==> src/rtl/kbd_pkg.sv <==
// rtl/kbd_pkg.sv - scan codes, digit lookup and FSM state types for the PS/2 keyboard
package kbd_pkg;

  localparam logic [7:0] SC_E0    = 8'hE0;
  localparam logic [7:0] SC_F0    = 8'hF0;
  localparam logic [7:0] SC_ENTER = 8'h5A;
  localparam logic [7:0] SC_BKSP  = 8'h66;
  localparam logic [7:0] SC_LEFT  = 8'h6B;
  localparam logic [7:0] SC_RIGHT = 8'h74;
  localparam logic [7:0] SC_DEL   = 8'h71;

  localparam logic [7:0] SC_D0 = 8'h45;
  localparam logic [7:0] SC_D1 = 8'h16;
  localparam logic [7:0] SC_D2 = 8'h1E;
  localparam logic [7:0] SC_D3 = 8'h26;
  localparam logic [7:0] SC_D4 = 8'h25;
  localparam logic [7:0] SC_D5 = 8'h2E;
  localparam logic [7:0] SC_D6 = 8'h36;
  localparam logic [7:0] SC_D7 = 8'h3D;
  localparam logic [7:0] SC_D8 = 8'h3E;
  localparam logic [7:0] SC_D9 = 8'h46;

  typedef enum logic [1:0] {IDLE, DATA, PARITY, STOP} rx_state_t;
  typedef enum logic [1:0] {NORM, EXT, BRK, EXT_BRK} dec_state_t;

  // Returns {hit, ascii}; hit is 0 for anything that is not a digit key.
  function automatic logic [8:0] digit_ascii(input logic [7:0] code);
    logic [8:0] r;
    r = 9'd0;
    case (code)
      SC_D0:   r = {1'b1, 8'h30};
      SC_D1:   r = {1'b1, 8'h31};
      SC_D2:   r = {1'b1, 8'h32};
      SC_D3:   r = {1'b1, 8'h33};
      SC_D4:   r = {1'b1, 8'h34};
      SC_D5:   r = {1'b1, 8'h35};
      SC_D6:   r = {1'b1, 8'h36};
      SC_D7:   r = {1'b1, 8'h37};
      SC_D8:   r = {1'b1, 8'h38};
      SC_D9:   r = {1'b1, 8'h39};
      default: r = 9'd0;
    endcase
    return r;
  endfunction

endpackage

==> src/rtl/ps2_rx.sv <==
// rtl/ps2_rx.sv - PS/2 frame receiver: sync, edge detect, framing FSM, timeout
// Odd-parity checking is compiled in only when PS2_PARITY_CHECK_EN is defined.
module ps2_rx #(
  parameter int TIMEOUT_CYC = 5000
) (
  input  logic       clk,
  input  logic       Reset,
  input  logic       ps2_clk,
  input  logic       ps2_data,
  output logic [7:0] byte_out,
  output logic       byte_valid,
  output logic       frame_err
);
  import kbd_pkg::*;

  localparam int CW = $clog2(TIMEOUT_CYC + 1);

  logic [2:0]  clk_sync;
  logic [1:0]  data_sync;
  logic        fall;
  logic        bit_in;
  logic        timeout;
  rx_state_t   state;
  rx_state_t   state_d;
  logic [7:0]  shift;
  logic [2:0]  bit_cnt;
  logic        parity_ok;
  logic [CW-1:0] idle_cnt;

  assign fall    = clk_sync[2] & ~clk_sync[1];
  assign bit_in  = data_sync[1];
  // A real edge in the same cycle wins over an expiring timeout.
  assign timeout = (state != IDLE) && !fall && (idle_cnt == CW'(TIMEOUT_CYC));

  always_comb begin
    state_d = state;
    if (timeout) begin
      state_d = IDLE;
    end else if (fall) begin
      case (state)
        IDLE:    if (!bit_in) state_d = DATA;
        DATA:    if (bit_cnt == 3'd7) state_d = PARITY;
        PARITY:  state_d = STOP;
        STOP:    state_d = IDLE;
        default: state_d = IDLE;
      endcase
    end
  end

  always_ff @(posedge clk) begin
    if (Reset) begin
      clk_sync   <= '0;
      data_sync  <= '0;
      state      <= IDLE;
      shift      <= '0;
      bit_cnt    <= '0;
      parity_ok  <= 1'b0;
      idle_cnt   <= '0;
      byte_out   <= '0;
      byte_valid <= 1'b0;
      frame_err  <= 1'b0;
    end else begin
      clk_sync   <= {clk_sync[1:0], ps2_clk};
      data_sync  <= {data_sync[0], ps2_data};
      state      <= state_d;
      byte_valid <= 1'b0;
      frame_err  <= 1'b0;

      if (fall || timeout || state == IDLE)
        idle_cnt <= '0;
      else
        idle_cnt <= idle_cnt + CW'(1);

      if (fall) begin
        case (state)
          IDLE: bit_cnt <= '0;
          DATA: begin
            shift   <= {bit_in, shift[7:1]};
            bit_cnt <= bit_cnt + 3'd1;
          end
          PARITY: begin
`ifdef PS2_PARITY_CHECK_EN
            parity_ok <= ^{shift, bit_in};
`else
            parity_ok <= 1'b1;
`endif
          end
          STOP: begin
            if (bit_in && parity_ok) begin
              byte_out   <= shift;
              byte_valid <= 1'b1;
            end else begin
              frame_err  <= 1'b1;
            end
          end
          default: ;
        endcase
      end
    end
  end

endmodule

==> src/rtl/ps2_keyboard.sv <==
// rtl/ps2_keyboard.sv - PS/2 keyboard front-end: scan-code decoder to digit/edit pulses
// Parity checking in ps2_rx is enabled by defining PS2_PARITY_CHECK_EN.
module ps2_keyboard #(
  parameter int TIMEOUT_CYC = 5000
) (
  input  logic       clk,
  input  logic       Reset,
  input  logic       ps2_clk,
  input  logic       ps2_data,
  output logic [7:0] char_out,
  output logic       char_valid,
  output logic       left_cursor,
  output logic       right_cursor,
  output logic       Delete,
  output logic       Enter,
  output logic       frame_err
);
  import kbd_pkg::*;

  logic [7:0] rx_byte;
  logic       rx_valid;
  logic       rx_err;

  ps2_rx #(.TIMEOUT_CYC(TIMEOUT_CYC)) u_rx (
    .clk        (clk),
    .Reset      (Reset),
    .ps2_clk    (ps2_clk),
    .ps2_data   (ps2_data),
    .byte_out   (rx_byte),
    .byte_valid (rx_valid),
    .frame_err  (rx_err)
  );

  assign frame_err = rx_err;

  dec_state_t dec;
  dec_state_t dec_d;
  logic [8:0] digit;
  logic       char_hit;
  logic       left_hit;
  logic       right_hit;
  logic       del_hit;
  logic       enter_hit;

  always_comb begin
    dec_d     = dec;
    digit     = digit_ascii(rx_byte);
    char_hit  = 1'b0;
    left_hit  = 1'b0;
    right_hit = 1'b0;
    del_hit   = 1'b0;
    enter_hit = 1'b0;
    if (rx_valid) begin
      if (rx_byte == SC_E0) begin
        dec_d = EXT;
      end else if (rx_byte == SC_F0) begin
        dec_d = (dec == EXT || dec == EXT_BRK) ? EXT_BRK : BRK;
      end else begin
        // Every non-prefix byte ends the sequence; break codes produce nothing.
        dec_d = NORM;
        case (dec)
          NORM: begin
            char_hit  = digit[8];
            enter_hit = (rx_byte == SC_ENTER);
            del_hit   = (rx_byte == SC_BKSP);
          end
          EXT: begin
            left_hit  = (rx_byte == SC_LEFT);
            right_hit = (rx_byte == SC_RIGHT);
            del_hit   = (rx_byte == SC_DEL);
          end
          default: ;
        endcase
      end
    end
  end

  always_ff @(posedge clk) begin
    if (Reset) begin
      dec          <= NORM;
      char_out     <= '0;
      char_valid   <= 1'b0;
      left_cursor  <= 1'b0;
      right_cursor <= 1'b0;
      Delete       <= 1'b0;
      Enter        <= 1'b0;
    end else begin
      dec          <= dec_d;
      char_valid   <= char_hit;
      left_cursor  <= left_hit;
      right_cursor <= right_hit;
      Delete       <= del_hit;
      Enter        <= enter_hit;
      if (char_hit) char_out <= digit[7:0];
    end
  end

endmodule

==> config.mk <==
export PLATFORM = sky130hd
export DESIGN_NAME = ps2_keyboard
export DESIGN_NICKNAME = d
export VERILOG_FILES = /design/src/rtl/kbd_pkg.sv /design/src/rtl/ps2_rx.sv /design/src/rtl/ps2_keyboard.sv
export SDC_FILE = /design/constraint.sdc
export NUM_CORES = 1
export LEC_CHECK = 0
export ABC_AREA = 1
export BUFFER_PORTS_ARGS = -buffer_cell sky130_fd_sc_hd__buf_4
export CAP_MARGIN = 20
export CORE_AREA = 2 2 93 95
export CTS_BUF_LIST = sky130_fd_sc_hd__clkbuf_2 sky130_fd_sc_hd__clkbuf_4 sky130_fd_sc_hd__clkbuf_8
export DETAILED_ROUTE_END_ITERATION = 10
export DIE_AREA = 0 0 95 97
export PLACE_DENSITY = 0.45
export SLEW_MARGIN = 10
export SYNTH_ARGS = -nofsm -noshare
export SYNTH_HDL_FRONTEND = slang
export SYNTH_SLANG_ARGS = --single-unit
export TNS_END_PERCENT = 1
==> constraint.sdc <==
create_clock -name clk -period 2.3 [get_ports clk]
set_input_delay 0.23 -clock clk [delete_from_list [all_inputs] [get_ports clk]]
set_output_delay 0.23 -clock clk [all_outputs]
set_load 0.05 [all_outputs]
# --- Yosys cells after proc, flatten, opt, wreduce, memory -nomap -nowiden ---
# Cells that the tools add are included.
classes:
  add_sub_neg: 2
  n_eq_ne: 26
  n_mux: 15
  n_bitwise: 7
  reduce_logical: 22
ops:
  columns: ["cell", "count"]
  rows:
  - ["9-bit case mux with 10 select lines", 1]
  - ["8-bit by 7-bit == test with 1-bit output (second input constant)", 7]
  - ["8-bit by 6-bit == test with 1-bit output (second input constant)", 6]
  - ["8-bit by 5-bit == test with 1-bit output (second input constant)", 2]
  - ["8-bit == test (second input constant)", 2]
  - ["13-bit by 1-bit adder with 13-bit output (second input constant)", 1]
  - ["13-bit == test (second input constant)", 1]
  - ["5-bit OR reduction", 2]
  - ["2-bit 2-to-1 mux", 4]
  - ["2-bit case mux with 4 select lines", 1]
  - ["1-bit 2-to-1 mux", 7]
  - ["2-bit == test (second input constant)", 3]
  - ["1-bit inverter", 6]
  - ["3-bit case mux with 2 select lines", 1]
  - ["2-bit AND reduction", 3]
  - ["3-bit AND reduction", 2]
  - ["2-bit by 1-bit == test with 1-bit output (second input constant)", 2]
  - ["2-bit logical NOT", 2]
  - ["2-bit nonzero test", 2]
  - ["2-bit OR reduction", 2]
  - ["4-bit OR reduction", 1]
  - ["3-bit by 1-bit adder with 3-bit output (second input constant)", 1]
  - ["3-bit == test (second input constant)", 1]
  - ["1-bit logical AND", 3]
  - ["other kinds (7)", 9]
word_totals:
  ff_bits: 57
  input_bits: 4
  output_inout_bits: 14
  word_cells: 89

# --- Logic depth before layout (Yosys ltp) ---
logic_depth:
  ltp_word: 8
  mapped_depth: 11
  mapped_depth_nobuf: 11

# --- Cells and area by module ---
# Synthesis repeated with hierarchy kept, for this count alone.
unflattened:
  hier_cells: 364
  area_unflattened_um2: 2548.7
modules_own_cells:
  columns: ["mod", "instances", "cells_per_inst", "area_each_um2", "seq_area_each_um2"]
  rows:
  - ["ps2_rx", 1, 247, 1823.0, 840.8]
  - ["ps2_keyboard", 1, 117, 725.7, 240.2]

# --- Worst setup path after synthesis ---
# OpenSTA, ideal clock, no wires.
synth_path:
  kind: "register -> register"
  from: "register u_rx.idle_cnt[0]"
  to: "register u_rx.idle_cnt[10]"
  setup_ns: 0.078
  t_arrival_ns: 1.266
  required_ns: 2.222
  path_slack_ns: 0.956
  path_stages_with_launch: 10
  n_path_buf: 0
  period_less_slack_ns: 1.344
  path_cell_list: "dfxtp_1 > ha_1 > nand2_1 > nor2_2 > inv_1 > nor3_2 > nand3_1 > nor2_1 > nor2_1 > nor3_1"
synth_via:
  elab_chain_cells: 5
  elab_cells_between_ends: 6
  classes_between: "add/sub (1); eq/ne (1); reduce/logical (4)"
synth_rtl:
  columns: ["item", "line", "rtl"]
  rows:
  - ["start: declaration", "ps2_rx.sv:28", "logic [CW-1:0] idle_cnt;"]
  - ["start signal: assignment", "ps2_rx.sv:72", "idle_cnt <= idle_cnt + CW'(1);"]
  - ["branches (longest 5 deep; another with 13-bit by 1-bit adder with 13-bit output)", null, null]
# Parallel ways; which one is timed is not known.
# A chain may end at the register's enable or synchronous reset.

# --- Worst setup path in the final report ---
layout_path:
  from: "register u_rx.state[0]"
  to: "register u_rx.idle_cnt[2]"
layout_via:
  elab_chain_cells: 6
  elab_cells_between_ends: 7
  classes_between: "reduce/logical (7)"
layout_rtl:
  columns: ["item", "line", "rtl"]
  rows:
  - ["start: declaration", "ps2_rx.sv:23", "rx_state_t state;"]
  - ["start signal: assignment", "ps2_rx.sv:65", "state <= state_d;"]
  - ["2-bit nonzero test", "ps2_rx.sv:33", "assign timeout = (state != IDLE) && !fall && (idle_cnt == CW'(TIMEOUT_CYC));"]
  - ["1-bit logical AND (2 in a row)", "ps2_rx.sv:33", null]
  - ["1-bit logical OR", "ps2_rx.sv:69", "if (fall || timeout || state == IDLE)"]
  - ["1-bit logical OR *", "ps2_rx.sv:69", null]
  - ["2-bit OR reduction (no line) *", null, null]
# Mark *: on every way between the ends. The rest lies on a longest branch, timed or not.

==> reports/metrics.cfg <==
[setup_path]
reg2reg_slack_ns = 0.59
worst-endpoint-arrival_ns = 1.93
cp.required_ns = 2.52
critPathSlowestCell = nand4_1
cp_cell_sequence = inv_1 > ha_1 > nor2_1 > nand3_1 > nand4_1 > nor3b_1
startpoint_type = register
reg2reg_depth = 6
crit_type = reg2reg
critPathBufInv = 1
r2r_start = u_rx.state[0]
max_stage_delay_ns = 0.47
timing.rr.end = u_rx.idle_cnt[2]
crit_path_start = u_rx.state[0]
setup.worst_path.end_class = register
crit_fanout = 13
critPathTopFamily = simple AND/OR/NAND/NOR gates

[synthesis]
synth_edf_count = 0
netlist_area_sq_um = 2430
synth.avg_cell_area_sq_um = 7.25
ys_seq_area_frac = 0.445
yosys-top-cells-count = 65 x nand2_1, 54 x dfxtp_1, 46 x nor2_1
yosysMostFrequentCell = nand2_1
synth_top_area_share = 0.445
synth_seq_cells = 54
synth_cells = 335
ys_types = 31
yosysWarningCount = 0
ys.flop_type = dfxtp_1
ys_async_sr_fraction = 0
synthTopCellsByArea = dfxtp_1 44%, nand2_1 10%, nor2_1 7.1%, inv_1 6.6%, a21oi_1 5.6%
yosysTopAreaCell = dfxtp_1

[placed_design]
dpl_worst_slack_ns = 0.566
io_buffers = 15
gp_congestion = 0.837
dpl.hpwl_mm = 3.43
dp.cells = 450

[drt]
drtIter0Drc = 56
dr.pass1.iters = 5
ant_nets = 0
num_vias = 2018
vias_per_cell = 4.41
wl_mm = 4.62
route.detailed.drc = 0
post_drt_wl_per_cell_um = 10.1

[pwr]
p_leak_nw = 1.09
peakVddDrop_v = 0.000229
powerDensity_nw_per_um2 = 588
p_total_mw = 1.62

[final_layout]
layout.cells.non_filler = 458
final.fill_count = 869
nets = 364
antennaDiodeCount = 0
syn2layout_area_growth_pct = 13.5
drive_gt1_frac = 0.130

[die]
core_sq_um = 8130
initial_core_util = 0.299
num_io_pins = 18
die_area_sq_um = 9220
num_rows = 33
die_w_um = 95
die_h_um = 97

[timing]
hold_violations = 0
period_minus_slack_ns = 1.71
final_max_slew_viol_count = 0
post-route-period-util = 0.742
tightest_slew_ns = 0.588
rsz0062_at_grt = false
fin_setup_tns_ns = 0
layout_setup_ws_ns = 0.594
maxSlewHeadroom = 0.607
setup_viol = 0
clock.fmax_mhz = 586
fin_skew_ns = 0.00575

[cts]
cts_tree = yes
htree_levels = 2
clockBufferDepth = 2
clock-root-buffer = clkbuf_8
cts_buffers = 5
cts.sinks = 54
clkTransAtPathRegs_ns = 0.10
cts_setup_buffers = 0
ctsHoldBuffers = 0
cts-resized-gates = 0
clk_latency_ns = 0.30

[global_routing]
track_usage = 0.108
antenna_found_initial = 0
grt.overflow.total = 0
grt_pass1_wl_mm = 8.07
grt_pass1_vias = 1812
grt_max_degree = 25

[hold_path]
holdPathEnd = u_rx.data_sync[0]
min-delay-start = ps2_data
hp-class = in2reg
holdPathStages = 3

[outcome]
outcome = finished clean

[flow_run]
maxCapViolCount = 0

tightest hold or removal path, cell delays in order:
cell	delay (ns)
buf_4	0.07
inv_1	0.03
nor2_1	0.06
cells by family (layout without fill, tap and decap cells):
family                     Yosys count  count (layout)  synth area share
DFF                                 54              54             0.445
other                                1               2           0.00154
AOI/OAI and AO/OA                   52              52             0.113
buffers and inverters               55              72            0.0911
xor gates and xnor gates             1               1           0.00361
and+or+nand+nor                    164             164             0.304
adders and majority gates            8               8            0.0412
power breakdown:
part / switching, mW / internal (mW) / leakage (nW)
sequential: 0.00259 / 0.939 / 0.436
combinational: 0.0293 / 0.0117 / 0.596
clock: 0.317 / 0.321 / 0.0579
total: 0.349 / 1.27 / 1.09
metal layers:
metal,track usage,part of all wire,vias up
li1,-,-,1106
met1,0.143,0.50,877
met2,0.173,0.46,30
met3,0.0210,0.027,5
met4,0.0401,0.016,0
met5,0,0,-
how the worst max path moves through the flow:
stage                             end  depth (start not counted)  slack (ns)
floorplan           u_rx.idle_cnt[10]                          9        0.96
global placement     u_rx.idle_cnt[2]                          7        0.65
detailed placement   u_rx.idle_cnt[2]                          6        0.57
CTS                  u_rx.idle_cnt[2]                          6        0.55
global route        u_rx.idle_cnt[12]                          7        0.38
finish               u_rx.idle_cnt[2]                          6        0.59
flip-flops by register name, summed over array words and instances (netlist names), 2 cells and up:
name and cells:
dec 2, u_rx.state 2, char_out 5, u_rx.clk_sync 3
u_rx.data_sync 2, u_rx.shift 8, u_rx.bit_cnt 3, u_rx.idle_cnt 13
u_rx.byte_out 8
layout by cell type, fill, tap and decap left out, types with 2 or more instances in the layout:
cell      count
nand4_1       4
nor2_1       46
dfxtp_1      54
nand2_2       3
nand3b_1      2
inv_2         3
ha_1          8
nor3_1       10
nor4_1        7
o21ai_0      21
nor2_2        6
conb_1        2
inv_1        43
buf_4        17
nand2_1      65
nand3_1      14
a21oi_1      27
clkinv_2      2
or2_2         2
clkbuf_8      5
per-stage QoR:
stage	hold slack, ns	cell area, sq um	util
after detailed placement	0.392	2650	0.326
after CTS	0.106	2760	0.339
after global placement	0.391	2650	0.326
after global routing	0.115	2760	0.339
after floorplan	0.299	2430	-
final	0.118	2760	0.339
area by class of cell:
class                   instances  area (sq um)  area share
inverters                      47           179      0.0649
clock inverters                 3          40.0      0.0145
clock buffers                   5          68.8      0.0249
multi-input cells             227          1130       0.410
flip-flops and latches         54          1080       0.392
well taps                     105           131      0.0476
repair buffers                 17           128      0.0463
No activity file was read; power rests on OpenSTA's default activity.
